$ cat src/rtl/soc_decerr_slave.sv
// soc_decerr_slave: AXI4 default slave answering every unmapped access with DECERR,
// plus a saturating fault counter and last-fault address capture for debug.
module soc_decerr_slave #(
    parameter int unsigned       IdWidth   = 5,
    parameter int unsigned       DataWidth = 64,
    parameter logic [DataWidth-1:0] RespData = 64'hDEAD_BEEF_DEAD_BEEF,
    parameter int unsigned       CntWidth  = 16
) (
    input  logic                 clk_i,
    input  logic                 rst_ni,
    input  logic                 aw_valid_i,
    output logic                 aw_ready_o,
    input  logic [IdWidth-1:0]   aw_id_i,
    input  logic [63:0]          aw_addr_i,
    input  logic                 w_valid_i,
    output logic                 w_ready_o,
    input  logic                 w_last_i,
    output logic                 b_valid_o,
    input  logic                 b_ready_i,
    output logic [IdWidth-1:0]   b_id_o,
    output logic [1:0]           b_resp_o,
    input  logic                 ar_valid_i,
    output logic                 ar_ready_o,
    input  logic [IdWidth-1:0]   ar_id_i,
    input  logic [63:0]          ar_addr_i,
    input  logic [7:0]           ar_len_i,
    output logic                 r_valid_o,
    input  logic                 r_ready_i,
    output logic [IdWidth-1:0]   r_id_o,
    output logic [DataWidth-1:0] r_data_o,
    output logic [1:0]           r_resp_o,
    output logic                 r_last_o,
    input  logic                 err_clear_i,
    output logic [CntWidth-1:0]  err_count_o,
    output logic [63:0]          err_addr_o,
    output logic                 err_valid_o
);
    typedef enum logic [1:0] {W_IDLE, W_DATA, W_RESP} wstate_t;
    typedef enum logic {R_IDLE, R_DATA} rstate_t;

    wstate_t wstate_q, wstate_d;
    rstate_t rstate_q, rstate_d;
    logic [IdWidth-1:0]  b_id_q, r_id_q;
    logic [7:0]          r_len_q, r_cnt_q;
    logic [CntWidth-1:0] cnt_q, cnt_d, cnt_base;
    logic [CntWidth:0]   cnt_sum;
    logic [63:0]         addr_q, addr_d;
    logic                valid_q, valid_d, aw_hs, ar_hs, r_hs;
    logic [1:0]          inc;

    assign aw_ready_o  = wstate_q == W_IDLE;
    assign w_ready_o   = wstate_q == W_DATA;
    assign b_valid_o   = wstate_q == W_RESP;
    assign b_id_o      = b_id_q;
    assign b_resp_o    = 2'b11;
    assign ar_ready_o  = rstate_q == R_IDLE;
    assign r_valid_o   = rstate_q == R_DATA;
    assign r_last_o    = r_valid_o && (r_cnt_q == r_len_q);
    assign r_id_o      = r_id_q;
    assign r_data_o    = RespData;
    assign r_resp_o    = 2'b11;
    assign err_count_o = cnt_q;
    assign err_addr_o  = addr_q;
    assign err_valid_o = valid_q;

    assign aw_hs = aw_valid_i && aw_ready_o;
    assign ar_hs = ar_valid_i && ar_ready_o;
    assign r_hs  = r_valid_o && r_ready_i;

    always_comb begin
        wstate_d = wstate_q;
        rstate_d = rstate_q;
        case (wstate_q)
            W_IDLE:  wstate_d = aw_valid_i ? W_DATA : W_IDLE;
            W_DATA:  wstate_d = (w_valid_i && w_last_i) ? W_RESP : W_DATA;
            W_RESP:  wstate_d = b_ready_i ? W_IDLE : W_RESP;
            default: wstate_d = W_IDLE;
        endcase
        rstate_d = (rstate_q == R_IDLE) ? (ar_valid_i ? R_DATA : R_IDLE)
                                        : ((r_ready_i && r_last_o) ? R_IDLE : R_DATA);
    end

    // A fault in the same cycle as a clear still counts, starting from zero.
    always_comb begin
        inc      = {1'b0, aw_hs} + {1'b0, ar_hs};
        cnt_base = err_clear_i ? '0 : cnt_q;
        cnt_sum  = {1'b0, cnt_base} + {{(CntWidth-1){1'b0}}, inc};
        cnt_d    = cnt_sum[CntWidth] ? '1 : cnt_sum[CntWidth-1:0];
        valid_d  = (valid_q && !err_clear_i) || aw_hs || ar_hs;
        addr_d   = aw_hs ? aw_addr_i : ar_hs ? ar_addr_i : addr_q;
    end

    always_ff @(posedge clk_i or negedge rst_ni) begin
        if (!rst_ni) begin
            wstate_q <= W_IDLE;
            rstate_q <= R_IDLE;
            b_id_q   <= '0;
            r_id_q   <= '0;
            r_len_q  <= '0;
            r_cnt_q  <= '0;
            cnt_q    <= '0;
            addr_q   <= '0;
            valid_q  <= 1'b0;
        end else begin
            wstate_q <= wstate_d;
            rstate_q <= rstate_d;
            cnt_q    <= cnt_d;
            addr_q   <= addr_d;
            valid_q  <= valid_d;
            if (aw_hs) b_id_q <= aw_id_i;
            if (ar_hs) begin
                r_id_q  <= ar_id_i;
                r_len_q <= ar_len_i;
                r_cnt_q <= '0;
            end else if (r_hs) begin
                r_cnt_q <= r_cnt_q + 8'd1;
            end
        end
    end
endmodule
$ cat config.mk
export PLATFORM = sky130hd
export DESIGN_NAME = soc_decerr_slave
export DESIGN_NICKNAME = d
export VERILOG_FILES = /design/src/rtl/soc_decerr_slave.sv
export SDC_FILE = /design/constraint.sdc
export NUM_CORES = 1
export LEC_CHECK = 0
export ABC_AREA = 1
export CAP_MARGIN = 20
export CORE_ASPECT_RATIO = 0.6
export CORE_MARGIN = 4
export CORE_UTILIZATION = 43
export CTS_CLUSTER_DIAMETER = 120
export DETAILED_ROUTE_END_ITERATION = 10
export HOLD_SLACK_MARGIN = 0.03
export PLACE_DENSITY_LB_ADDON = 0.12
export SYNTH_ARGS = -nofsm -noshare
export SYNTH_HDL_FRONTEND = slang
export SYNTH_SLANG_ARGS = --single-unit
$ cat constraint.sdc
create_clock -name clk_i -period 3.7 [get_ports clk_i]
set_input_delay 0.74 -clock clk_i [delete_from_list [all_inputs] [get_ports clk_i]]
set_output_delay 0.74 -clock clk_i [all_outputs]
set_load 0.005 [all_outputs]
==> results.toml, run 1 <==
[status]
status = "finished clean"

[clock_network]
htree_num_levels = 3
ctsHoldBuffers = 0
clk_latency_ps = 340
cts_buffers = 9
clkSinkCount = 110
cts_setup_buffers = 0
cts-resized-gates = 0
cts.reportedPaths.clkPinSlew_ps = 80
clock-root-buffer = "clkbuf_16"
clockBufferDepth = 2
cts_tree = "done"

[yosys]
syn_avg_cell_area_um2 = 8.04
synth_xor_area_share_pct = 0.294
synth_top_family_by_area = "simple AND/OR/NAND/NOR gates"
synth_common_cells = "215 x nand3_1, 165 x nand2_1, 110 x dfrtp_1"
netlist_area_um2 = 5950
synth_ff_type = "dfrtp_1"
async_flop_share_pct = 100
synthMuxAreaShare_pct = 0
ys_ff_latch = 110
yosysSeqAreaShare_pct = 46.3
synth_edf_count = 0
synthCells = 740
synthSimpleGateAreaFrac_pct = 35.6
synthTopCellsByArea = "dfrtp_1 46%, nand3_1 18%, nand2_1 10%"
synth_top_area_share_pct = 46.3
synth-compound-area-share_pct = 2.12
yosysMostFrequentCell = "nand3_1"
synthAdderAreaFrac_pct = 0.757
ys_types = 31
ys_warn_count = 0
synthDominantAreaCellType = "dfrtp_1"

[critical_path]
cp.arrival_ps = 2880
r2r_slack_ps = 1270
crit_path_start_kind = "input port"
crit_cells = 11
path_buf_inv = 3
critical-path-top-delay-family = "simple AND/OR/NAND/NOR gates"
crit_top_cell = "inv_2"
timing.rr.end = "err_count_o[10]"
slowest_stage = "clkdlybuf4s50_1"
rr_worst_depth = 11
cp_max_fo = 29
crit_end = "err_count_o[4]"
slowest_delay_ps = 450
cp_cell_sequence = "clkdlybuf4s50_1, nand2_4, inv_2, fa_1, ha_1, nand2_1, nor2_4, nand2_2, inv_2, nand3_4, nand3_1"
cp-end-kind = "flip-flop"
rr_startpoint = "wstate_q[0]"
cp_data_required_time_ps = 3910
startpoint = "aw_valid_i"
critPathKind = "input port to flip-flop"

[power_and_ir_drop]
powerDensity_nw_per_um2 = 587
p_total_w = 0.00502
power_leakage_nw = 3.99
peakVddDrop_mv = 0.251

[grt]
grt_max_degree = 85
grt_use_total_pct = 22.9
grt_pass1_wl_um = 29400
grt_pass1_vias = 5383
antenna_found_initial = 0
gr-total-overflow = 0

[route]
ant_nets = 0
firstDrtPassIters = 4
drtIter0Drc = 455
routedWlPerCell_um = 16.5
via_per_inst = 4.92
routed_wl_um = 18800
drc = 0
dr_total_vias = 5616

[timing]
hold_violations = 0
setup-violations-final = 0
period_share_pct = 72.2
tightest_slew_ps = 915
fin_ws_ps = 1030
holdWs_ps = 404
finClkSkew_ps = 7.18
tns_ps = 0
slew_viol_final = 0
max_freq_mhz = 375
slew-limit-headroom_pct = 39.0
post-route-min-period_ps = 2670
rsz0062_at_grt = "no"

[die]
ios = 320
core_area_um2 = 13200
die_h_um = 99.1
fp-row-count = 32
dieArea_um2 = 15800
die_width_um = 160
start_util_pct = 45.2

[place]
place_congestion = 0.894
dp_hpwl_um = 13900
port_buffers = 251
dp_slack_ps = 677

[cells_and_area]
nets = 1125
fin_util_pct = 65.0
syn_to_final_growth_pct = 43.9
drive_above_1_share_pct = 6.17
n_fill_cell = 1158
num_antenna_cells = 0

[hold_path]
hold_class = "input port to async pin"

[flow_run]
drv_cap = 0
==> per-layer routing <==
layer	GRT usage (%)	up-vias	part of all wire [%]
li1	-	2733	-
met1	31.4	2637	43
met2	36.8	230	47
met3	7.29	16	8.8
met4	3.90	0	0.94
met5	0	-	0
==> area by class of cell <==
cell class | instances | area (µm²) | share of cell area [%]
clock buffer | 10 | 229 | 2.67
clock inverter | 6 | 43.8 | 0.511
inverter | 48 | 180 | 2.10
multi-input combinational | 540 | 2570 | 30.0
sequential | 110 | 2750 | 32.1
tap | 170 | 213 | 2.48
timing repair buffer | 258 | 2570 | 30.1
==> through the flow <==
stage / cells / cell area, µm²
floorplan: 806 / 6200
global placement: 1126 / 8290
detailed placement: 1126 / 8290
CTS: 1142 / 8560
global route: 1142 / 8560
finish: 1142 / 8560
==> where the power goes <==
group	switching, W	internal (W)	leakage [nW]
sequential	0.000276	0.00168	1.38
clock	0.000453	0.000462	0.133
combinational	0.000956	0.00120	2.48
total	0.00168	0.00334	3.99
==> worst min-delay path by stage <==
stage	start	end	depth (start not counted)	slack, ps
floorplan	rst_ni	b_id_o[0]	0	440
global placement	r_id_o[1]	r_id_o[1]	2	470
detailed placement	b_id_o[3]	b_id_o[3]	2	470
CTS	rst_ni	b_id_o[3]	1	430
global route	rst_ni	err_addr_o[5]	1	460
finish	rst_ni	err_addr_o[5]	1	400
==> cells by family after synthesis <==
family / count (synthesis)
xor gates and xnor gates: 2
adders and majority gates: 3
DFF: 110
AOI/OAI and AO/OA: 24
and+or+nand+nor: 443
other: 2
buffers and inverters: 156
==> flip-flops by register name, indices dropped and copies added (netlist names) <==
signal and flops:
r_len_q 8, wstate_q 2, b_id_o 5, err_count_o 16, r_valid_o 1, r_cnt_q 8, r_id_o 5, err_addr_o 64
err_valid_o 1
==> layout by cell type, fill, tap and decap left out, types with 2 or more instances in the layout <==
cell,count
clkinv_2,2
xor2_1,2
inv_2,4
inv_1,44
nand2_2,9
clkbuf_16,9
nand4_1,3
nand3_2,7
clkdlybuf4s50_1,250
nand3_1,215
conb_1,68
nor2_1,24
nor2_4,5
nand3b_1,2
inv_6,2
o21ai_0,16
a21oi_1,5
or2_2,3
dfrtp_1,110
nor2_2,5
nand2_1,164
ha_1,2
buf_4,7
(Power assumes the default switching activity.)
==> run 2, diff against run 1 <==
- CORE_UTILIZATION: 43 -> 40
- clock period: 3.7 -> 2.5 ns (I/O delays scaled with it)
==> run 2 against run 1 <==
Net effect:
- global-route usage shrank 2.8 points
- clock-buffer cell count grew 1
- clock skew grew 4.8 ps
- largest cell class unchanged
- final cell count grew 3.2%
- sequential cell count is the same
- sequential power grew 47%
==> results.toml, run 2 (synthesized netlist as in run 1, its figures left out) <==
[status]
status = "finished clean"

[route]
met1_length_um = 8230
top_layer_used = "met4"
routed_wl_um = 17900
via_per_inst = 4.66
ant_nets = 0
drc = 0
dr_total_vias = 5485
wl_met2_um = 8150
drtIter0Drc = 359
firstDrtPassIters = 5
routedWlPerCell_um = 15.2
wl_met3_um = 1420

[critical_path]
rr_startpoint = "wstate_q[0]"
critPathKind = "flip-flop to primary output"
cp_max_fo = 3
rr_worst_depth = 11
timing.rr.end = "err_count_o[10]"
cp-end-kind = "primary output"
cp_data_required_time_ps = 2000
cp.arrival_ps = 1840
r2r_slack_ps = 390
crit_path_start_kind = "flip-flop"

[clock_network]
cts.reportedPaths.clkPinSlew_ps = 70
clk_latency_ps = 340
htree_num_levels = 3
clockBufferDepth = 2
cts_tree = "done"
ctsHoldBuffers = 0
clkSinkCount = 110
cts_buffers = 9
clock-root-buffer = "clkbuf_16"

[grt]
gr-total-overflow = 0
grt_use_total_pct = 20.1
grt_max_degree = 85
grt_pass1_wl_um = 27200
grt_pass1_vias = 5106
antenna_found_initial = 0

[die]
die_width_um = 165
core_area_um2 = 14500
fp-row-count = 34
start_util_pct = 40.9
dieArea_um2 = 17000
ios = 320
die_h_um = 102

[timing]
setup-violations-final = 0
hold_violations = 0
finClkSkew_ps = 12.0
slew-limit-headroom_pct = 36.9
slew_viol_final = 0
post-route-min-period_ps = 2340
tightest_slew_ps = 946
rsz0062_at_grt = "no"
period_share_pct = 93.5
holdWs_ps = 153
max_freq_mhz = 428

[place]
port_buffers = 251
numPlacedInstances = 1160
place_congestion = 0.861
dp_hpwl_um = 12800

[power_and_ir_drop]
comb_power_share_pct = 42.2
p_sw_share_pct = 32.5
power.internal_w = 0.00510
powerDensity_nw_per_um2 = 868
peakVddDrop_mv = 0.444
netSwitchingPower_w = 0.00245
p_total_w = 0.00756
power_leakage_nw = 4.05
p_seq_share_pct = 38.3
power_frac_clock_pct = 19.5

[cells_and_area]
num_antenna_cells = 0
largest_reg_flops = 64
final_cell_mix = "250 x clkdlybuf4s50_1, 215 x nand3_1, 164 x nand2_1, 110 x dfrtp_1, 68 x conb_1"
fin_cells = 1178
final_common_cell = "clkdlybuf4s50_1"
n_fill_cell = 1353
nets = 1133
syn_to_final_growth_pct = 46.3
drive_above_1_share_pct = 7.04

[flow_run]
drv_cap = 0

[hold_path]
hold_class = "input port to async pin"
## run 2: final cells by class
cell class,instances,area [µm²],area share [%]
Sequential cell,110,2750,31.6
Timing Repair Buffer,266,2650,30.4
Multi-Input combinational cell,540,2570,29.5
Tap cell,198,248,2.85
Clock buffer,11,243,2.79
Inverter,48,180,2.07
Clock inverter,5,63.8,0.733
## run 2: metrics by stage
stage / worst slack [ps] / util [%] / setup TNS [ps] / area [µm²]
after floorplan: 124 / - / 0 / 6200
after global placement: -15.7 / 57.6 / -65.0 / 8380
after detailed placement: -66.9 / 57.6 / -427 / 8380
after CTS: 95.7 / 59.7 / 0 / 8690
after global routing: 15.8 / 59.8 / 0 / 8710
final: 162 / 59.8 / 0 / 8710
## run 2: worst max path at each step
| stage | startpoint | end | slack (ps) |
|---|---|---|---|
| detailed placement | ar_valid_i | err_count_o[3] | -70 |
| CTS | r_cnt_q[1] | r_last_o | 100 |
| global placement | ar_valid_i | err_count_o[10] | -20 |
| global route | r_cnt_q[3] | r_last_o | 20 |
| finish | r_cnt_q[1] | r_last_o | 160 |
| floorplan | ar_valid_i | err_count_o[5] | 120 |
## run 2: power groups by stage
stage               Sequential [W]  Clock [W]  Combinational, W
detailed placement         0.00292          0           0.00321
CTS                        0.00290    0.00153           0.00322
global placement           0.00291          0           0.00319
floorplan                  0.00295          0           0.00134
finish                     0.00289    0.00148           0.00319
global route               0.00300    0.00161           0.00354
## run 2: layer usage
layer / up-vias / GRT usage, %
met3: 4 / 6.13
li1: 2755 / -
met5: - / 0
met2: 168 / 31.7
met4: 0 / 2.47
met1: 2558 / 28.5
## run 2: repair_timing
item                       4_1_cts  5_1_grt
resized for setup                0        1
setup endpoints to repair        0        1
setup buffers                    0        2
hold endpoints to repair         0        0
## run 2: critical path, cell delays in order, from the launching register on
cell             delay (ps)
dfrtp_1                 380
inv_1                    60
nand2_1                  60
nand2_1                  50
nor2_1                  130
nand2_1                  80
nor2_2                   90
and2_1                  130
clkdlybuf4s50_1         520
==> run 3, diff against run 2 <==
- SETUP_SLACK_MARGIN: default -> 0.5
==> run 3 against run 2 <==
Net effect:
- final area grew 2.4%
- clock skew shrank 7.2 ps
- global-route usage grew 0.75 points
- worst hold slack lost 72 ps
- largest cell class unchanged
- largest power group unchanged
- highest routed layer unchanged
==> results.toml, run 3 (synthesized netlist as in run 1, its figures left out) <==
[critical_path]
cp_data_required_time_ps = 2000
rr_worst_depth = 12
crit_end = "r_last_o"
cp.arrival_ps = 1450
crit_top_cell = "nand2_1"
crit_path_start_kind = "flip-flop"
cp_max_fo = 3
cp_cell_sequence = "inv_1, nand2_1, nand2_1, nor2_2, nand2_1, nor2_1, and2_1, buf_2"
rr_startpoint = "wstate_q[1]"
slowest_delay_ps = 380
critPathKind = "flip-flop to primary output"
cp-end-kind = "primary output"
startpoint = "r_cnt_q[1]"
timing.rr.end = "err_count_o[12]"
r2r_slack_ps = 580
slowest_stage = "dfrtp_1"

[clock_network]
cts.reportedPaths.clkPinSlew_ps = 80
clkSinkCount = 110
clk_latency_ps = 350
cts_buffers = 9
clockBufferDepth = 2
clock-root-buffer = "clkbuf_16"
htree_num_levels = 3
ctsHoldBuffers = 0
cts_tree = "done"

[route]
routed_wl_um = 18900
ant_nets = 0
drc = 0
drtIter0Drc = 367
dr_total_vias = 5648
via_per_inst = 4.76
routedWlPerCell_um = 15.9
firstDrtPassIters = 5

[cells_and_area]
largest_reg_flops = 64
final_cell_mix = "243 x clkdlybuf4s50_1, 209 x nand3_1, 162 x nand2_1, 108 x dfrtp_1, 68 x conb_1"
syn_to_final_growth_pct = 49.8
final_common_cell = "clkdlybuf4s50_1"
finalInstanceArea_um2 = 8910
n_fill_cell = 1321
drive_above_1_share_pct = 9.81
num_antenna_cells = 0
nets = 1142

[place]
dp_hpwl_um = 13300
dp_slack_ps = 9.15
place_congestion = 0.883
port_buffers = 251
place_area_um2 = 8460

[die]
ios = 320
core_area_um2 = 14500
fp-row-count = 34
die_width_um = 165
start_util_pct = 40.9
dieArea_um2 = 17000
die_h_um = 102

[flow_run]
drv_cap = 0

[timing]
finClkSkew_ps = 4.78
slew-limit-headroom_pct = 47.0
tightest_slew_ps = 795
rsz0062_at_grt = "yes"
hold_violations = 0
fin_ws_ps = 546
slew_viol_final = 0
max_freq_mhz = 512
setup-violations-final = 0
post-route-min-period_ps = 1950
period_share_pct = 78.2
tns_ps = 0

[grt]
grt_use_total_pct = 20.9
grt_max_degree = 136
grt_pass1_vias = 5182
grt_pass1_wl_um = 27700
gr-total-overflow = 0
antenna_found_initial = 0

[power_and_ir_drop]
powerDensity_nw_per_um2 = 860
power_leakage_nw = 4.19
p_total_w = 0.00767
peakVddDrop_mv = 0.526

[hold_path]
hold_class = "input port to async pin"

[status]
status = "finished clean"
[run 3: changes by cell type in the layout (fill, tap and decap cells not counted), moves of 3 or more]
cell | previous run | this run
clkdlybuf4s50_1 | 250 | 243
nand3_1 | 215 | 209
buf_4 | 14 | 17
nand3_2 | 7 | 13
dlygate4sd2_1 | 0 | 3
nor2_1 | 23 | 19
buf_6 | 0 | 3
dlymetal6s2s_1 | 0 | 3
nor2_2 | 6 | 9
[run 3: final cells by class]
class,count,area [µm²],share of cell area [%]
repair buffers,274,2740,30.8
inverters,48,190,2.13
flip-flops and latches,110,2760,30.9
clock inverters,5,58.8,0.660
well taps,198,248,2.78
clock buffers,11,243,2.72
multi-input cells,541,2680,30.0
[run 3: worst min-delay path by stage]
stage	endpoint	cells after the start	slack, ps
6_report	err_addr_o[34]	1	80
2_1_floorplan	b_id_o[0]	0	200
5_1_grt	err_addr_o[34]	1	100
4_1_cts	err_addr_o[34]	1	90
3_5_place_dp	err_addr_o[34]	1	470
3_3_place_gp	r_id_o[1]	2	460
[run 3: metal layers]
metal	GRT usage, %	wire (µm)
met5	0	0
met2	32.7	8810
met4	4.82	181
met1	28.4	8060
met3	7.01	1820
[run 3: repair_timing]
action | in CTS | in global routing
setup buffers | 3 | 5
setup endpoints to repair | 19 | 20
gates resized for setup | 11 | 23
endpoints found under the hold margin | 0 | 0
gates cloned | 1 | 0
pin swaps | 3 | 11
[run 3: worst max-delay path, delay by kind of cell, from the launching register on]
kind                   cells  cell delay [ps]
and+or+nand+nor            6              540
buffers and inverters      2              180
DFF                        1              380
[run 3: through the flow]
| step | hold slack (ps) | std cells | utilization (%) |
|---|---|---|---|
| floorplan | 204 | 806 | - |
| global placement | 464 | 1162 | 58.1 |
| detailed placement | 468 | 1162 | 58.1 |
| CTS | 90.8 | 1182 | 60.5 |
| global route | 105 | 1187 | 61.3 |
| finish | 81.5 | 1187 | 61.3 |
[run 3: power by group]
| group | internal, W | switching [W] | leakage, nW |
|---|---|---|---|
| Clock | 0.000807 | 0.000676 | 0.142 |
| Combinational | 0.00182 | 0.00145 | 2.67 |
| Sequential | 0.00249 | 0.000420 | 1.37 |
